<file path="config.mk">
export PLATFORM = sky130hd
export DESIGN_NAME = mdu_seq_flat
export DESIGN_NICKNAME = d
export VERILOG_FILES = /design/src/rtl/mdu_seq_if.sv /design/src/rtl/mdu_seq.sv /design/src/flat_wrapper.sv
export SDC_FILE = /design/constraint.sdc
export NUM_CORES = 1
export LEC_CHECK = 0
export ABC_AREA = 1
export ABC_CLOCK_PERIOD_IN_PS = 2800
export BUFFER_PORTS_ARGS = -buffer_cell sky130_fd_sc_hd__buf_4
export CAP_MARGIN = 15
export CELL_PAD_IN_SITES_DETAIL_PLACEMENT = 1
export CELL_PAD_IN_SITES_GLOBAL_PLACEMENT = 1
export CORE_ASPECT_RATIO = 1.5
export CORE_MARGIN = 8
export CORE_UTILIZATION = 38
export CTS_CLUSTER_DIAMETER = 200
export DETAILED_ROUTE_END_ITERATION = 16
export MAX_ROUTING_LAYER = met4
export PLACE_DENSITY_LB_ADDON = 0.1
export SETUP_SLACK_MARGIN = 0.2
export SYNTH_ARGS = -nofsm -noshare
export SYNTH_HDL_FRONTEND = slang
export SYNTH_SLANG_ARGS = --single-unit
</file>
<file path="constraint.sdc">
create_clock -name clk -period 2.8 [get_ports clk]
set_input_delay 0.28 -clock clk [delete_from_list [all_inputs] [get_ports clk]]
set_output_delay 0.28 -clock clk [all_outputs]
set_load 0.005 [all_outputs]
</file>
<file path="src/rtl/mdu_seq_if.sv">
// Bundle of the EX-side request and writeback-side result signals of mdu_seq.
// state_o exposes the sequencer state for observation only.
interface mdu_seq_if;
   logic        start_i;
   logic [2:0]  funct3_i;
   logic [31:0] rs1_data_i;
   logic [31:0] rs2_data_i;
   logic [4:0]  rd_addr_i;
   logic        flush_i;
   logic        stall_o;
   logic        done_o;
   logic [31:0] result_o;
   logic [4:0]  rd_addr_o;
   logic        rd_we_o;
   logic [1:0]  state_o;

   // Handshake: a request is accepted in any cycle where the sequencer is idle,
   // start_i=1 and flush_i=0; stall_o stays high until the done_o pulse, and
   // result_o/rd_addr_o are meaningful only while done_o=1.
   modport master (
      output start_i, funct3_i, rs1_data_i, rs2_data_i, rd_addr_i, flush_i,
      input  stall_o, done_o, result_o, rd_addr_o, rd_we_o, state_o
   );

   modport slave (
      input  start_i, funct3_i, rs1_data_i, rs2_data_i, rd_addr_i, flush_i,
      output stall_o, done_o, result_o, rd_addr_o, rd_we_o, state_o
   );
endinterface

</file>
<file path="src/rtl/mdu_seq.sv">
// Iterative RV32M multiply (radix-2 shift-add) sequencer beside EX.
// Define MDU_DIV_EN to add the restoring divider for funct3 4..7.
module mdu_seq #(
   parameter int XLEN      = 32,
   parameter bit EARLY_OUT = 1'b1
) (
   input logic      clk,
   input logic      rst,
   mdu_seq_if.slave bus
);

   typedef enum logic [1:0] {IDLE = 2'd0, CALC = 2'd1, DONE = 2'd2} state_t;

   state_t               state, state_nxt;
   logic [2:0]           op;
   logic                 neg;
   logic [XLEN-1:0]      opnd;
   logic [2*XLEN-1:0]    acc;
   logic [4:0]           count;
   logic [XLEN-1:0]      result_q;
   logic [4:0]           rd_q;

   logic                 accept, is_div, a_sgn, b_sgn, a_neg, b_neg, neg_nxt, short_cut;
   logic [XLEN-1:0]      a_mag, b_mag, short_res, calc_res;
   logic [XLEN:0]        mul_sum;
   logic [2*XLEN-1:0]    acc_step, prod;
`ifdef MDU_DIV_EN
   logic [XLEN:0]        trial;
   logic [XLEN-1:0]      rem_quo;
`endif

   // Request decode: operand signedness, magnitudes and single-cycle short-cuts.
   always_comb begin
      accept = bus.start_i & ~bus.flush_i;
      is_div = bus.funct3_i[2];
      if (is_div) begin
         a_sgn = ~bus.funct3_i[0];
         b_sgn = ~bus.funct3_i[0];
      end else begin
         a_sgn = (bus.funct3_i != 3'd3);
         b_sgn = ~bus.funct3_i[1];
      end
      a_neg     = a_sgn & bus.rs1_data_i[XLEN-1];
      b_neg     = b_sgn & bus.rs2_data_i[XLEN-1];
      a_mag     = a_neg ? -bus.rs1_data_i : bus.rs1_data_i;
      b_mag     = b_neg ? -bus.rs2_data_i : bus.rs2_data_i;
      neg_nxt   = a_neg ^ b_neg;
      short_cut = !is_div && EARLY_OUT && (bus.rs1_data_i == '0 || bus.rs2_data_i == '0);
      short_res = '0;
`ifdef MDU_DIV_EN
      if (is_div && bus.funct3_i[1])
         neg_nxt = a_neg;
      if (is_div && bus.rs2_data_i == '0) begin
         short_cut = 1'b1;
         short_res = bus.funct3_i[1] ? bus.rs1_data_i : '1;
      end else if (is_div && !bus.funct3_i[0] && bus.rs2_data_i == '1 &&
                   bus.rs1_data_i == {1'b1, {(XLEN-1){1'b0}}}) begin
         short_cut = 1'b1;
         short_res = bus.funct3_i[1] ? '0 : bus.rs1_data_i;
      end
`else
      if (is_div)
         short_cut = 1'b1;
`endif
   end

   // One iteration: acc holds {partial hi, multiplier} or {remainder, dividend/quotient}.
   always_comb begin
      mul_sum  = {1'b0, acc[2*XLEN-1:XLEN]} + (acc[0] ? {1'b0, opnd} : '0);
      acc_step = {mul_sum, acc[XLEN-1:1]};
      prod     = neg ? -acc_step : acc_step;
      calc_res = (op == 3'd0) ? prod[XLEN-1:0] : prod[2*XLEN-1:XLEN];
`ifdef MDU_DIV_EN
      rem_quo  = '0;
      trial    = acc[2*XLEN-1:XLEN-1] - {1'b0, opnd};
      if (op[2]) begin
         acc_step = trial[XLEN] ? {acc[2*XLEN-2:0], 1'b0}
                                : {trial[XLEN-1:0], acc[XLEN-2:0], 1'b1};
         rem_quo  = op[1] ? acc_step[2*XLEN-1:XLEN] : acc_step[XLEN-1:0];
         calc_res = neg ? -rem_quo : rem_quo;
      end
`endif
   end

   always_comb begin
      state_nxt   = state;
      bus.stall_o = 1'b0;
      bus.done_o  = 1'b0;
      case (state)
         IDLE: begin
            bus.stall_o = accept & ~rst;
            if (accept)
               state_nxt = short_cut ? DONE : CALC;
         end
         CALC: begin
            bus.stall_o = ~rst;
            if (bus.flush_i)
               state_nxt = IDLE;
            else if (count == 5'd31)
               state_nxt = DONE;
         end
         DONE: begin
            bus.done_o = ~bus.flush_i;
            state_nxt  = IDLE;
         end
         default: state_nxt = IDLE;
      endcase
   end

   always_ff @(posedge clk) begin
      if (rst) begin
         state    <= IDLE;
         op       <= '0;
         neg      <= 1'b0;
         opnd     <= '0;
         acc      <= '0;
         count    <= '0;
         result_q <= '0;
         rd_q     <= '0;
      end else begin
         state <= state_nxt;
         case (state)
            IDLE: if (accept) begin
               op    <= bus.funct3_i;
               rd_q  <= bus.rd_addr_i;
               neg   <= neg_nxt;
               count <= '0;
               opnd  <= is_div ? b_mag : a_mag;
               acc   <= {{XLEN{1'b0}}, (is_div ? a_mag : b_mag)};
               if (short_cut)
                  result_q <= short_res;
            end
            CALC: begin
               acc   <= acc_step;
               count <= count + 5'd1;
               if (count == 5'd31 && !bus.flush_i)
                  result_q <= calc_res;
            end
            default: ;
         endcase
      end
   end

   assign bus.result_o  = result_q;
   assign bus.rd_addr_o = rd_q;
   assign bus.rd_we_o   = bus.done_o;
   assign bus.state_o   = state;

endmodule

</file>
<file path="src/flat_wrapper.sv">
// flat-port wrapper written by rule: the top's interface ports become plain ports
module mdu_seq_flat 
#(
   parameter int XLEN      = 32,
   parameter bit EARLY_OUT = 1'b1
)
  (clk, rst, bus_start_i, bus_funct3_i, bus_rs1_data_i, bus_rs2_data_i, bus_rd_addr_i, bus_flush_i, bus_stall_o, bus_done_o, bus_result_o, bus_rd_addr_o, bus_rd_we_o, bus_state_o);
  mdu_seq_if bus_i ();
  input logic clk;
  input logic rst;
  input wire logic [$bits(bus_i.start_i)-1:0] bus_start_i;
  input wire logic [$bits(bus_i.funct3_i)-1:0] bus_funct3_i;
  input wire logic [$bits(bus_i.rs1_data_i)-1:0] bus_rs1_data_i;
  input wire logic [$bits(bus_i.rs2_data_i)-1:0] bus_rs2_data_i;
  input wire logic [$bits(bus_i.rd_addr_i)-1:0] bus_rd_addr_i;
  input wire logic [$bits(bus_i.flush_i)-1:0] bus_flush_i;
  output wire logic [$bits(bus_i.stall_o)-1:0] bus_stall_o;
  output wire logic [$bits(bus_i.done_o)-1:0] bus_done_o;
  output wire logic [$bits(bus_i.result_o)-1:0] bus_result_o;
  output wire logic [$bits(bus_i.rd_addr_o)-1:0] bus_rd_addr_o;
  output wire logic [$bits(bus_i.rd_we_o)-1:0] bus_rd_we_o;
  output wire logic [$bits(bus_i.state_o)-1:0] bus_state_o;
  assign bus_i.start_i = bus_start_i;
  assign bus_i.funct3_i = bus_funct3_i;
  assign bus_i.rs1_data_i = bus_rs1_data_i;
  assign bus_i.rs2_data_i = bus_rs2_data_i;
  assign bus_i.rd_addr_i = bus_rd_addr_i;
  assign bus_i.flush_i = bus_flush_i;
  assign bus_stall_o = bus_i.stall_o;
  assign bus_done_o = bus_i.done_o;
  assign bus_result_o = bus_i.result_o;
  assign bus_rd_addr_o = bus_i.rd_addr_o;
  assign bus_rd_we_o = bus_i.rd_we_o;
  assign bus_state_o = bus_i.state_o;
  mdu_seq #(.XLEN(XLEN), .EARLY_OUT(EARLY_OUT)) u_core (.clk(clk), .rst(rst), .bus(bus_i));
endmodule
</file>
==> impl_results.md, run 1 <==
- Max Cap Violations: 0
- Initial DRT Pass Iterations: 5
- N_diodes: 0
- Synthesized flop and latch total: 144
- Final instance area: 18200 sq um
- Post-synth ARST share: 0
- Slew Viols, Final: 0
- Mean Syn Cell Area: 5.66 sq um
- Starting DRT DRC Count: 821
- Via-per-instance ratio: 5.41
- Largest family of logic cells by synthesized area: simple AND/OR/NAND/NOR gates
- CP cell instances: buf_12 > nand2_1 > inv_1 > ha_4 > nand2_2 > nor2_2 > nand2_2 > nand2_4 > nand2_4 > nand2_4 > nand2_1 > nand2_2 > nand2_2 > nor2_4 > nand2_2 > nor2_4 > nand2_2 > nand2_4 > buf_6 > nand2_2 > nand2_2 > o21ai_2 > a21oi_1
- Failing checks: negative setup slack
- P_int: 4.53 mW
- RSZ-0062 raised after global routing: yes
- Switching part of the total power: 0.393
- Top cell by count, worst path: nand2_2
- CTS buffer count: 17
- Mux share of post-synthesis cell area: 0
- Largest cells by area after synthesis: dfxtp_1, nand2_1, inv_1
- Net Switching: 2.93 mW
- Status: complete, but fails checks
- Crit path launch type: register
- Ports: 118
- DR vias: 16200
- Final hold vios: 0
- Gpl congestion: 0.944
- Period minus WS final: 3.23 ns
- CTS tree: yes
- Largest net degree at the start of global routing: 62
- Synth unique cells: 51
- H-tree Lvls: 4
- Clock power share: 0.320
- PortBufs: 117
- Clk sinks: 144
- CP Capture Type: register
- WP data required: 3.19 ns
- Area leader, netlist: dfxtp_1
- Nets: 2677
- Area delta synth->final: 44.1%
- Critical Path AT: 3.61 ns
- XOR/XNOR Fraction of Synth Area: 0.0415
- Commonest cells in the netlist: nand2_1, inv_1, nor2_1
- Initial antenna violation count: 0
- Die Ht: 239 um
- Tcrit/Tclk final: 1.15
- Global route overflow: 0
- Most frequent cell after synthesis: nand2_1
- CTS root buf: clkbuf_16
- Kind of cell adding the most delay to the critical path: simple AND/OR/NAND/NOR gates
- Post-DRT Antenna Nets: 0
- Fmax: 0.310 GHz
- Synth Area in Compound Gates: 0.158
- Peak supply drop: 400 uV
- Sequential share of the synthesized area: 0.228
- Largest stage delay on the critical path: 0.39 ns
- Syn_nets: 2348
- Footprint of the multi-input gates: 9730 sq um
- Max_slew headroom: 0.415
- Worst setup margin: -0.426 ns
- Skew-Pair Late Insertion Delay: 0.47 ns
- Crit Path Max Fanout: 6
- DRT Wirelength: 61600 um
- # DRC: 0
- Power Total: 7.47 mW
- Synthesized instance count: 2234
- Drt wl/cell: 20.6 um
- Dpl cell area: 15600 sq um
- PwrDens: 409 nW/um^2
- Total GRT Usage: 0.302
- # setup viols final: 31
- Core Box Area: 33100 sq um
- Cell Rows: 82
- Die area: 39500 sq um
- First-pass GRT wire length: 90100 um
- Adder-cell share of the synthesized area: 0.0382
- Hold Path Class: input pin to register
- Synth Warn #: 0
- Critical path's slowest cell: dfxtp_4
- Clock transition at path regs: 0.07 ns
- Worst-margin pin slew: 0.877 ns
- Seq pwr share: 0.315
- Clock Skew: 0.0123 ns
- Buf/Inv on CP: 3
- Synth Area in Simple Gates: 0.405
- Pre-CTS WS: -0.509 ns
- Share of cells above drive strength 1: 0.320
- Gate power share: 0.365
- Clock Path Buffers: 2
- Top_reg_cell synth: dfxtp_1
- EDFF count, synth: 0
- Die Wd: 165 um
- Dpl hpwl: 45300 um
- Initial Utilization: 0.382
- Number of global-route vias before repair: 16800
- Yosys top cell area share: 0.228
- Setup Crit Path Kind: register to register
- Setup TNS Final: -8.94 ns
- Register area: 2890 sq um
- Fill cells: 4480
- Synthesized area: 12700 sq um
- Leakage power: 9.45 nW
[flip-flops by register name, summed over array words and instances (netlist names)]
| name | flops |
|---|---|
| u_core.acc | 64 |
| u_core.bus.state_o | 2 |
| u_core.neg | 1 |
| u_core.bus.rd_addr_o | 5 |
| u_core.bus.result_o | 32 |
| u_core.count | 5 |
| u_core.op | 3 |
| u_core.opnd | 32 |
[cell usage in the layout, fill, tap and decap left out, types with 22 or more instances in the layout]
cell     count
a21oi_1    123
buf_4      353
buf_6       22
dfxtp_1    140
ha_4        24
inv_1      297
inv_2       47
nand2_1    604
nand2_2    118
nand2_4     40
nand3_1     88
nand3_2     26
nor2_1     159
nor2_2      34
nor2_4      29
nor3_1      31
o21ai_0     96
o22ai_1     26
xor2_1      40
[area by class of cell]
cell class,count,share of cell area
timing repair buffer,388,0.174
multi-input combinational,1659,0.534
clock inverter,14,0.00816
inverter,353,0.0733
clock buffer,18,0.0241
tap,420,0.0288
sequential,144,0.158
[path summary, 6_finish.rpt]
| check | depth (start not counted) | start | to | slack, ns |
|---|---|---|---|---|
| max | 23 | u_core.acc[0] | u_core.bus.result_o[21] | -0.43 |
| min | 3 | bus_rd_addr_i[2] | u_core.bus.rd_addr_o[2] | 0.06 |
| max reg2reg | 23 | u_core.acc[0] | u_core.bus.result_o[21] | -0.43 |
| min reg2reg | 2 | u_core.bus.result_o[6] | u_core.bus.result_o[6] | 0.47 |
[worst min-delay path: stages]
cell and delay [ns]:
buf_4 0.07, o21ai_0 0.07, nor2_1 0.07
[timing repair]
item | 4_1_cts | 5_1_grt
hold buffers | 0 | 0
resized for setup | 187 | 248
cloned | 1 | 1
setup buffers | 26 | 17
pin swaps | 46 | 88
endpoints found under the setup margin | 42 | 48
[cells by family after synthesis]
kind of cell,Yosys count
compound gates,357
buf+inv,431
fa+ha+maj,38
xor+xnor,60
simple gates,1204
flops,144
[routing by layer]
| metal | global-route usage | vias to the layer above | share of wire |
|---|---|---|---|
| li1 | - | 7728 | - |
| met1 | 0.319 | 7838 | 0.38 |
| met2 | 0.537 | 476 | 0.52 |
| met3 | 0.0325 | 180 | 0.038 |
| met4 | 0.170 | 0 | 0.059 |
| met5 | - | - | 0 |
[per-stage QoR]
stage	util	instances	hold WS [ns]
floorplan	-	2234	0.437
global placement	0.471	2919	0.451
detailed placement	0.471	2919	0.462
CTS	0.519	2978	0.0567
global route	0.550	2996	0.0928
finish	0.550	2996	0.0631
[power groups by stage]
stage / clock (mW) / sequential, mW / combinational (mW)
floorplan: 0 / 2.32 / 1.35
global placement: 0 / 2.38 / 2.24
detailed placement: 0 / 2.38 / 2.29
CTS: 2.40 / 2.34 / 2.42
global route: 2.48 / 2.36 / 2.95
finish: 2.39 / 2.35 / 2.73
No activity file was read; power rests on OpenSTA's default activity.
==> inputs of run 2 (changes only) <==
- PLACE_DENSITY: unset -> 0.81
- PLACE_DENSITY_LB_ADDON: 0.1 -> unset
==> run 2 against run 1 <==
Net effect: the flow still finishes with violations (negative setup slack); sequential power about the same; via count up 1.9%; highest routed layer unchanged; cell area down 5.3%; clock power up 5%; count of clock-buffer cells in the layout up 1.
==> impl_results.md, run 2 (synthesized netlist as in run 1, its figures left out) <==
- Status: complete, but fails checks
- Failing checks: negative setup slack
- Reg with most FFs: u_core.acc
- Clock Path Buffers: 2
- Max_slew headroom: 0.429
- Post-layout util: 0.521
- Dpl hpwl: 44400 um
- Worst Reg-to-Reg Cells: 22
- Crit Path Max Fanout: 16
- Post-DRT Antenna Nets: 0
- Worst-margin pin slew: 0.857 ns
- Largest net degree at the start of global routing: 68
- Area delta synth->final: 36.5%
- Die Wd: 165 um
- # DRC: 0
- Clock Skew: 0.0111 ns
- Slew Viols, Final: 0
- CTS buffer count: 17
- Die area: 39500 sq um
- Max reg flops: 64
- CP cell instances: buf_12 > nand2_4 > inv_4 > ha_4 > fa_2 > nand2_2 > nand3_4 > nand3_2 > nand2_2 > buf_4 > nand2_2 > nand3_1 > nand2_2 > nand2_1 > nor2_2 > nand2_2 > buf_4 > nand2_1 > a21oi_1 > o21ai_1 > nand3_1 > a21oi_1
- Hold Path Class: input pin to register
- Max Cap Violations: 0
- CP Capture Type: register
- Drt wl/cell: 21.7 um
- Placed cell count: 2907
- Skew-Pair Late Insertion Delay: 0.47 ns
- Initial antenna violation count: 0
- Gate power share: 0.353
- Core Box Area: 33100 sq um
- Pre-CTS WS: -0.648 ns
- WP data required: 3.20 ns
- Setup TNS Final: -12.11 ns
- Commonest non-fill, non-tap cell in the layout: nand2_1
- CTS root buf: clkbuf_16
- Critical path's slowest cell: fa_2
- Gpl congestion: 0.965
- Switching part of the total power: 0.386
- DRT Wirelength: 64100 um
- Post-Layout Cell Count: 2960
- Fmax: 0.298 GHz
- Setup Crit Path Kind: register to register
- Net Switching: 2.89 mW
- Most frequent cells in the layout: nand2_1, buf_4, inv_1
- Total GRT Usage: 0.314
- Hold path depth: 3
- Ports: 118
- First-pass GRT wire length: 94100 um
- P_int: 4.60 mW
- Clock power share: 0.334
- Starting DRT DRC Count: 1274
- PortBufs: 117
- Top cell by count, worst path: nand2_2
- Clk sinks: 144
- Via-per-instance ratio: 5.58
- CTS tree: yes
- Cell Rows: 82
- Initial DRT Pass Iterations: 5
- H-tree Lvls: 4
- Period minus WS final: 3.36 ns
- N_diodes: 0
- Global route overflow: 0
- Crit path launch type: register
- Largest stage delay on the critical path: 0.38 ns
- Share of cells above drive strength 1: 0.270
- Number of global-route vias before repair: 17600
- Peak supply drop: 347 uV
- Tcrit/Tclk final: 1.20
- Die Ht: 239 um
- RSZ-0062 raised after global routing: yes
- PwrDens: 434 nW/um^2
- Critical Path AT: 3.76 ns
- Worst setup margin: -0.558 ns
- Leakage power: 8.96 nW
- Clock transition at path regs: 0.07 ns
- Final hold vios: 0
- # setup viols final: 34
- DR vias: 16500
- Initial Utilization: 0.382
- Nets: 2641
- Seq pwr share: 0.312
==> run 2: cell count changes in the layout (fill, tap and decap cells not counted), moves of 7 or more <==
cell,change
buf_4,-16
nand2_2,-18
nor2_2,-7
buf_6,-14
nand3_2,-13
nand2_4,-23
nand2_1,+45
inv_1,+13
inv_2,-10
nand3_1,+18
a21oi_1,+9
nor2_1,+9
==> run 2: final cells by class <==
type                            instances  area (sq um)
Inverter                              353          1330
Timing Repair Buffer                  352          2760
Fill cell                            4503         15900
Tap cell                              420           526
Sequential cell                       144          2890
Clock buffer                           19           443
Multi-Input combinational cell       1659          9150
Clock inverter                         13           174
==> run 2: path summary, 6_finish.rpt <==
kind / slack, ns / startpoint / end
hold / removal: 0.06 / bus_rd_addr_i[1] / u_core.bus.rd_addr_o[1]
setup reg to reg: -0.56 / u_core.acc[0] / u_core.bus.result_o[12]
setup / recovery: -0.56 / u_core.acc[0] / u_core.bus.result_o[12]
hold reg to reg: 0.47 / u_core.acc[58] / u_core.acc[58]
==> run 2: what timing repair did <==
action                     CTS  global route
pin swaps                   36            24
hold buffers                 0             0
buffers inserted            18             3
gates resized for setup    171            96
setup endpoints to repair   43            49
==> run 2: power groups by stage <==
stage	Combinational, mW	Sequential, mW	Clock (mW)
floorplan	1.35	2.32	0
global placement	2.24	2.36	0
detailed placement	2.30	2.37	0
CTS	2.45	2.33	2.50
global route	2.85	2.35	2.59
finish	2.65	2.34	2.50
==> run 2: critical path: cells and delay by family, from the launching register on <==
kind                       cells  cell delay (ns)
and+or+nand+nor               13             1.50
buffers and inverters          4             0.53
DFF                            1             0.34
AOI/OAI and AO/OA              3             0.38
adders and majority gates      2             0.54
==> run 2: metrics by stage <==
step	cell area (sq um)	hold slack [ns]	total power, mW
floorplan	12700	0.437	3.67
global placement	15500	0.450	4.60
detailed placement	15500	0.463	4.67
CTS	16900	0.0524	7.28
global route	17300	0.0756	7.78
finish	17300	0.0602	7.49
==> run 2: layer usage <==
| layer | share of wire | vias to the layer above | wire, um | global-route usage |
|---|---|---|---|---|
| met5 | 0 | - | 0 | - |
| met2 | 0.50 | 685 | 32000 | 0.552 |
| li1 | - | 7641 | - | - |
| met3 | 0.061 | 302 | 3890 | 0.0399 |
| met4 | 0.078 | 0 | 5020 | 0.206 |
| met1 | 0.36 | 7899 | 23200 | 0.320 |
==> inputs of run 3 (changes only) <==
- SKIP_CTS_REPAIR_TIMING: unset -> 1
==> run 3 against run 2 <==
Net effect: the run still ends with negative setup slack left; flip-flop and latch count did not move; via count down 3.2%; clock power hardly changed; die area did not move; critical path depth up 3; global-route usage decreased by 2.3 points; clock skew about the same; sequential power about the same; cell count decreased by 0.14%; non-clock buffer count shrank 4; total power down 1.8%; critical endpoint is now u_core.bus.result_o[29]; highest routed layer unchanged.
==> impl_results.md, run 3 (synthesized netlist as in run 1, its figures left out) <==
- CTS buffer count: 17
- Most frequent cells in the layout: nand2_1, buf_4, inv_1
- CP Capture Type: register
- Critical Path Start: u_core.acc[0]
- Cell Rows: 82
- Buf/Inv on CP: 4
- Worst reg2reg setup slack: -0.39 ns
- Fill cells: 4561
- Via-per-instance ratio: 5.41
- Fmax: 0.314 GHz
- Post-DRT Antenna Nets: 0
- Final instance area: 16900 sq um
- Net Switching: 2.78 mW
- Share of cells above drive strength 1: 0.249
- Crit Path Max Fanout: 18
- Slew Viols, Final: 0
- Initial DRT Pass Iterations: 5
- Ports: 118
- Hold path depth: 3
- Largest net degree at the start of global routing: 68
- Footprint of the multi-input gates: 8880 sq um
- Number of global-route vias before repair: 16800
- CTS tree: yes
- Die Ht: 239 um
- Final hold vios: 0
- Failing checks: negative setup slack
- PortBufs: 117
- DRT Wirelength: 58700 um
- Global route overflow: 0
- N_diodes: 0
- Total GRT Usage: 0.291
- Dpl cell area: 15500 sq um
- Critical path's slowest cell: fa_2
- Routing usage on met3: 0.0303
- Crit path launch type: register
- Clock transition at path regs: 0.07 ns
- M2 GR Usage: 0.523
- Tcrit/Tclk final: 1.14
- Seq pwr share: 0.317
- Peak supply drop: 335 uV
- Initial Utilization: 0.382
- Worst setup margin: -0.388 ns
- Starting DRT DRC Count: 956
- Most used routing layer: met2
- Setup Crit Path Kind: register to register
- Drt wl/cell: 19.8 um
- Clock Skew: 0.0107 ns
- Die Wd: 165 um
- H-tree Lvls: 4
- Worst r2r src: u_core.acc[0]
- Core Box Area: 33100 sq um
- Clock Path Buffers: 2
- Period minus WS final: 3.19 ns
- Reg with most FFs: u_core.acc
- Critical Path AT: 3.50 ns
- Commonest non-fill, non-tap cell in the layout: nand2_1
- RSZ-0062 raised after global routing: yes
- Switching part of the total power: 0.378
- First-pass GRT wire length: 87500 um
- Max Cap Violations: 0
- Max reg flops: 64
- Clk sinks: 144
- # DRC: 0
- Worst-margin pin slew: 0.851 ns
- WP data required: 3.11 ns
- Die area: 39500 sq um
- CTS root buf: clkbuf_16
- Skew-Pair Late Insertion Delay: 0.47 ns
- Hold Path Class: input pin to register
- Dpl hpwl: 44400 um
- Gpl congestion: 0.965
- Gate power share: 0.345
- Levels on crit path: 25
- Kind of cell adding the most delay to the critical path: simple AND/OR/NAND/NOR gates
- GR Util met1: 0.302
- Area delta synth->final: 33.9%
- Worst Reg-to-Reg Cells: 25
- Nets: 2637
- # setup viols final: 31
- Max_slew headroom: 0.433
- Initial antenna violation count: 0
- Register area: 2890 sq um
- Top cell by count, worst path: nand2_1
- HP Start: bus_rd_addr_i[1]
- Largest stage delay on the critical path: 0.37 ns
- DR vias: 16000
- PwrDens: 434 nW/um^2
- Status: complete, but fails checks
- P_int: 4.58 mW
- Leakage power: 8.87 nW
- Clock power share: 0.338
- Power Total: 7.36 mW
[run 3: power groups by stage]
| stage | registers [mW] | logic (mW) | clock network (mW) |
|---|---|---|---|
| detailed placement | 2.37 | 2.30 | 0 |
| floorplan | 2.32 | 1.35 | 0 |
| finish | 2.33 | 2.54 | 2.49 |
| global placement | 2.36 | 2.24 | 0 |
| global route | 2.34 | 2.75 | 2.58 |
| CTS | 2.32 | 2.33 | 2.50 |
[run 3: through the flow]
stage               TNS, ns  utilization  cells  setup slack [ns]  hold WS, ns
floorplan                 0            -   2234            0.0691        0.437
global placement      -8.90        0.467   2907            -0.560        0.450
detailed placement   -11.62        0.467   2907            -0.648        0.463
CTS                  -11.52        0.486   2939            -0.679       0.0524
global route         -11.37        0.511   2956            -0.500       0.0767
finish                -7.79        0.511   2956            -0.388       0.0649
[run 3: final timing paths]
check,to
max,u_core.bus.result_o[29]
min reg2reg,u_core.acc[58]
min,u_core.bus.rd_addr_o[1]
max reg2reg,u_core.bus.result_o[29]
[run 3: worst min-delay path, delay by kind of cell]
| family | cells | cell delay, ns |
|---|---|---|
| buf+inv | 1 | 0.07 |
| simple gates | 1 | 0.08 |
| compound gates | 1 | 0.07 |
[run 3: final cells by class]
class	instances	share of cell area
multi-input combinational	1659	0.524
sequential	144	0.170
timing repair buffer	348	0.160
inverter	353	0.0784
tap	420	0.0310
clock buffer	19	0.0261
clock inverter	13	0.0103
[run 3: metal layers]
| metal | part of all wire | vias to the layer above |
|---|---|---|
| met2 | 0.52 | 480 |
| met1 | 0.38 | 7719 |
| met3 | 0.038 | 174 |
| li1 | - | 7632 |
| met5 | 0 | - |
| met4 | 0.058 | 0 |
